<file path="config.mk">
export PLATFORM = sky130hd
export DESIGN_NAME = pc_gen_unit
export DESIGN_NICKNAME = d
export VERILOG_FILES = /design/src/rtl/pc_gen_unit.sv
export SDC_FILE = /design/constraint.sdc
export NUM_CORES = 1
export LEC_CHECK = 0
export BUFFER_PORTS_ARGS = -buffer_cell sky130_fd_sc_hd__buf_4
export CORE_MARGIN = 5
export CORE_UTILIZATION = 35
export CTS_CLUSTER_SIZE = 24
export DETAILED_ROUTE_END_ITERATION = 7
export SYNTH_ARGS = -nofsm -noshare
export SYNTH_HDL_FRONTEND = slang
export SYNTH_SLANG_ARGS = --single-unit
</file>
<file path="constraint.sdc">
create_clock -name clk -period 4.1 [get_ports clk]
set_input_delay 0.82 -clock clk [delete_from_list [all_inputs] [get_ports clk]]
set_output_delay 0.82 -clock clk [all_outputs]
set_load 0.005 [all_outputs]
</file>
<file path="src/rtl/pc_gen_unit.sv">
// rtl/pc_gen_unit.sv - RV32I fetch program-counter generator with redirect, trap and halt control
// The PC, EPC, misalign flag and FSM state are all registered, so pc_o has no combinational input path.
module pc_gen_unit #(
  parameter int unsigned            XLEN         = 32,
  parameter logic [XLEN-1:0]        RESET_VECTOR = 32'h0000_0000,
  parameter logic [XLEN-1:0]        TRAP_VECTOR  = 32'h0000_0100,
  parameter int unsigned            INCR         = 4,
  parameter int unsigned            ALIGN_BITS   = 2
) (
  input  logic            clk,
  input  logic            rst,
  input  logic            stall_i,
  input  logic            redirect_i,
  input  logic [XLEN-1:0] redirect_target_i,
  input  logic            trap_i,
  input  logic            halt_i,
  input  logic            resume_i,
  input  logic            fetch_ready_i,
  output logic [XLEN-1:0] pc_o,
  output logic [XLEN-1:0] pc_seq_o,
  output logic            fetch_valid_o,
  output logic            misalign_o,
  output logic [XLEN-1:0] epc_o,
  output logic            halted_o
);

  typedef enum logic [1:0] {
    BOOT   = 2'd0,
    RUN    = 2'd1,
    HALTED = 2'd2
  } state_t;

  state_t          state_q, state_d;
  logic [XLEN-1:0] pc_q, pc_d;
  logic [XLEN-1:0] epc_q, epc_d;
  logic            misalign_q, misalign_d;
  logic            target_misaligned;
  logic            ctrl_taken;

  assign target_misaligned = (redirect_target_i[ALIGN_BITS-1:0] != '0);
  assign pc_seq_o          = pc_q + XLEN'(INCR);

  always_ff @(posedge clk or posedge rst) begin
    if (rst) begin
      state_q    <= BOOT;
      pc_q       <= RESET_VECTOR;
      epc_q      <= '0;
      misalign_q <= 1'b0;
    end else begin
      state_q    <= state_d;
      pc_q       <= pc_d;
      epc_q      <= epc_d;
      misalign_q <= misalign_d;
    end
  end

  always_comb begin
    state_d    = state_q;
    pc_d       = pc_q;
    epc_d      = epc_q;
    misalign_d = 1'b0;
    ctrl_taken = 1'b0;

    // Trap and redirect override stall, handshake and halt in both RUN and HALTED.
    if (state_q != BOOT) begin
      if (trap_i) begin
        pc_d       = TRAP_VECTOR;
        epc_d      = pc_q;
        ctrl_taken = 1'b1;
      end else if (redirect_i && target_misaligned) begin
        pc_d       = TRAP_VECTOR;
        epc_d      = redirect_target_i;
        misalign_d = 1'b1;
        ctrl_taken = 1'b1;
      end else if (redirect_i) begin
        pc_d       = redirect_target_i;
        ctrl_taken = 1'b1;
      end
    end

    case (state_q)
      BOOT: begin
        state_d = halt_i ? HALTED : RUN;
      end
      RUN: begin
        if (halt_i) begin
          state_d = HALTED;
        end else if (!ctrl_taken && !stall_i && fetch_ready_i) begin
          pc_d = pc_q + XLEN'(INCR);
        end
      end
      HALTED: begin
        if (resume_i) begin
          state_d = RUN;
        end
      end
      default: begin
        state_d = BOOT;
      end
    endcase
  end

  assign pc_o          = pc_q;
  assign epc_o         = epc_q;
  assign misalign_o    = misalign_q;
  assign fetch_valid_o = (state_q == RUN);
  assign halted_o      = (state_q == HALTED);

endmodule
</file>
# Yosys cells after proc, flatten, opt, wreduce, memory -nomap -nowiden
# Index checks and enable logic that the tools add are counted.
totals:
  output_inout_bits: 99
  regBits: 67
  memories: 0
  rom_bits: 0
  inputBits: 40
  latchBits: 0
  mem_bits_rw: 0
classes:
  n_lt_le_gt_ge: 0
  n_eq_ne: 4
  n_reduce_logical: 11
  mul: 0
  mux: 20
  bitwise: 0
  addsub: 1
  div_mod_pow: 0
  n_shift: 0
op_table:
  columns: ["op", "n"]
  rows:
  - ["$mux 32", 9]
  - ["$add 32x3->32 const B", 1]
  - ["$mux 1", 7]
  - ["$mux 2", 3]
  - ["$pmux 2 s3", 1]
  - ["$reduce_bool 2->1", 3]
  - ["$ne 2x2->1 const B", 2]
  - ["$reduce_and 2->1", 2]
  - ["$logic_and 1x1->1", 3]
  - ["$eq 2x1->1 const B", 1]
  - ["$eq 2x2->1 const B", 1]
  - ["$logic_not 1->1", 2]
  - ["$logic_not 2->1", 1]

# Depth between registers and ports, before layout
logic_depth:
  ltp_word: 11
  mapped_depth: 7
  ltp_nobuf: 6

# Least setup slack after synthesis
# OpenSTA, ideal clock, no wires.
synth_timing:
  path_kind: "reg2out"
  from: "reg pc_q[2] (netlist: pc_o[2])"
  to: "out pc_seq_o[24]"
  setup_slack_ns: 1.714
  path_stages_with_launch: 7
  t_arrival_ns: 1.566
  t_required_ns: 3.280
  path_cell_list: "dfrtp_1 ha_1 nand4_2 nor2_4 and4_1 nand2b_1 xnor2_1"
synth_via:
  elab_chain_len: 1
synth_rtl:
  columns: ["item", "line", "text"]
  rows:
  - ["start: declaration", "34", "logic [XLEN-1:0] pc_q, pc_d;"]
  - ["start signal: assignment", "51", "pc_q <= pc_d;"]
  - ["$add 32x3->32", "41", "assign pc_seq_o = pc_q + XLEN'(INCR);"]
  - ["end: declaration", "20", "output logic [XLEN-1:0] pc_seq_o,"]
# Every way passes these cells.

# Worst setup path after layout
layout_timing:
  from: "reg pc_q[4] (netlist: pc_o[4])"
  to: "out pc_seq_o[25]"
# Same word-level chain as after synthesis.

==> impl_metrics.json <==
{
  "hp-class": "flip-flop to flip-flop",
  "switching_share": 0.284,
  "post-place-cells": 676,
  "remaining_drc_errors": 0,
  "num_vias": 3649,
  "routed_wl_mm": 12.1,
  "holdPathEnd": "epc_o[29]",
  "synthArstFlopShare": 1.00,
  "setup_viol": 0,
  "boundaryPins": 139,
  "synthesis.nets": 466,
  "clk_latency_ns": 0.32,
  "core_um2": 10900,
  "die_h_um": 116,
  "antenna_found_initial": 0,
  "firstDrtPassIters": 5,
  "cts-htree-levels": 3,
  "fmax_mhz": 313,
  "cts.sinks": 67,
  "end_kind": "output pin",
  "drtAntennaViolNets": 0,
  "cap_violations": 0,
  "clock_path_buffers": 2,
  "ir_drop_uv": 224,
  "status": "completed",
  "cellPowerDensity_nw_per_um2": 410,
  "cts_tree": "done",
  "synth_edf_count": 0,
  "grt-ovfl-total": 0,
  "rr_worst_depth": 4,
  "syn_area_um2": 3930,
  "wl_per_cell_um": 17.5,
  "grt_usage": 0.181,
  "crit_fanout": 10,
  "p_comb_frac": 0.239,
  "vias_per_cell": 5.27,
  "numCtsBuffers": 9,
  "leakagePower_uw": 0.00253,
  "design_area_um2": 5380,
  "start_util": 0.359,
  "rsz0062_at_grt": "false",
  "fin_crit_sh": 0.778,
  "die_area_um2": 13400,
  "grt_pass1_wl_mm": 19.3,
  "root_buffer": "clkbuf_16",
  "dpl_cell_area_um2": 5060,
  "worstMarginPinSlew_ns": 0.924,
  "instances_no_fill": 692,
  "ys_types": 48,
  "clock_power_share": 0.363,
  "first_global_vias": 3677,
  "worstPathRequired_ns": 3.28,
  "gp_congestion": 0.797,
  "grt_max_degree": 43,
  "r2r_slack_ns": 1.93,
  "sequentialPowerShare": 0.398,
  "ys.flop_type": "dfrtp_1",
  "area_growth_pct": 37.0,
  "final.setup.tns_ns": 0,
  "timing.rr.start": "state_q[1]",
  "setup.worst_path.start_class": "flip-flop",
  "io_buffers": 138,
  "antenna_cells": 0,
  "relSlewSlack": 0.384,
  "drv_slew": 0,
  "path_class": "flip-flop to output pin",
  "hold_viol": 0,
  "nNetsFinal": 588,
  "cts_hold_buf": 0,
  "fp.dieW_um": 116,
  "reg2reg_to": "pc_o[13]",
  "period_needed_ns": 3.19,
  "avgSynthCellArea_um2": 9.24,
  "postCtsSetupRepairBufs": 0,
  "synth-seq-area-share": 0.427,
  "cts_resized": 0,
  "clock_skew_ns": 0.00836,
  "hpwlAfterDp_mm": 8.80,
  "path_clk_slew_ns": 0.06,
  "worstPathArrival_ns": 2.37,
  "internal_power_uw": 1580,
  "synthCells": 425,
  "layout-drive-gt1-share": 0.330,
  "netSwitchingPower_uw": 626,
  "rows": 38,
  "first_iter_violations": 206,
  "ys_ff_latch": 67,
  "worstHoldStart": "epc_o[29]",
  "hold_depth": 2,
  "yosysWarnings": 0
}
==> Yosys cell counts, types with 2 or more instances <==
cell	instances	area [µm²]
mux2i_1	37	370
a41oi_1	2	17.5
buf_2	11	55.1
inv_1	4	15.0
o311ai_2	2	32.5
clkbuf_1	10	37.5
and4_1	3	26.3
dfrtp_1	67	1680
buf_1	8	30.0
o21ai_0	7	35.0
xnor2_1	23	201
and2_1	6	37.5
o311ai_1	13	114
nor2b_1	2	12.5
nor2_1	50	188
a31oi_1	7	43.8
nor2_4	2	22.5
nor3_1	4	20.0
a22oi_1	3	22.5
nand2_1	43	161
nand4_1	7	43.8
o211ai_1	2	15.0
nand3_1	13	65.1
a21oi_1	37	185
o21ai_1	19	95.1
o2bb2ai_1	4	35.0
a32oi_1	2	17.5
and3_1	7	43.8
xor2_1	4	35.0
mux2_2	2	22.5
nand3_2	4	40.0
buf_4	4	30.0
==> worst max-delay path, stage by stage, from the launching register on <==
cell and delay, ns:
dfrtp_1 0.55, nand3_1 0.25, nor2_1 0.40, buf_4 0.24
and2_4 0.18, nand2_1 0.09, xnor2_1 0.20, buf_4 0.14
==> cell usage in the layout (no fill, tap or decap), types with 5 or more instances in the layout <==
cell	count
nor2_1	49
xnor2_1	23
o311ai_1	13
nand2_1	43
and2_1	6
a31oi_1	7
a21oi_1	37
dfrtp_1	67
nand3_1	12
mux2i_1	37
o21ai_0	7
and3_1	7
nand4_1	7
o21ai_1	19
buf_4	143
clkbuf_16	9
nand3_2	5
==> power by group through the flow <==
stage	Combinational (µW)	Clock [µW]	Sequential (µW)
2_1_floorplan	231	0	870
3_3_place_gp	529	0	884
3_5_place_dp	537	0	887
4_1_cts	539	820	878
5_1_grt	586	844	896
6_report	527	800	877
==> cell families after synthesis <==
logic type      count (synthesis)  synth area share
mux                            39             0.100
xor+xnor                       28            0.0644
buf+inv                        37            0.0427
flops                          67             0.427
fa+ha+maj                       1           0.00319
compound gates                103             0.167
simple gates                  150             0.196
==> metal layers <==
| layer | wire (µm) | track usage |
|---|---|---|
| met2 | 5820 | 0.300 |
| met5 | 0 | 0 |
| met3 | 713 | 0.0256 |
| met1 | 5450 | 0.247 |
| met4 | 132 | 0.0510 |
==> metrics by stage <==
step,utilization,setup slack (ns),total power [µW],hold WS [ns]
floorplan,-,1.60,1100,0.519
global placement,0.463,1.25,1410,0.511
detailed placement,0.463,1.21,1420,0.522
CTS,0.492,0.904,2240,0.534
global route,0.492,0.691,2330,0.566
finish,0.492,0.909,2200,0.526
==> registers in the layout (all words and copies together), names as in the netlist <==
register	count
epc_o	32
pc_o	32
state_q	2
misalign_o	1
==> how the worst max path moves through the flow <==
stage	depth (start not counted)	slack (ns)	from	endpoint
2_1_floorplan	1	1.60	rst	epc_o[0]
3_3_place_gp	6	1.25	trap_i	pc_o[2]
3_5_place_dp	6	1.21	trap_i	pc_o[2]
4_1_cts	7	0.90	pc_o[4]	pc_seq_o[19]
5_1_grt	7	0.69	pc_o[2]	pc_seq_o[26]
6_report	7	0.91	pc_o[4]	pc_seq_o[25]
==> area by class of cell <==
type | count | area, µm²
Clock buffer | 12 | 267
Inverter | 4 | 15.0
Tap cell | 140 | 175
Timing Repair Buffer | 144 | 1090
Multi-Input combinational cell | 321 | 2100
Sequential cell | 67 | 1680
Fill cell | 1082 | 5560
Clock inverter | 4 | 47.5
(Power assumes the default switching activity.)
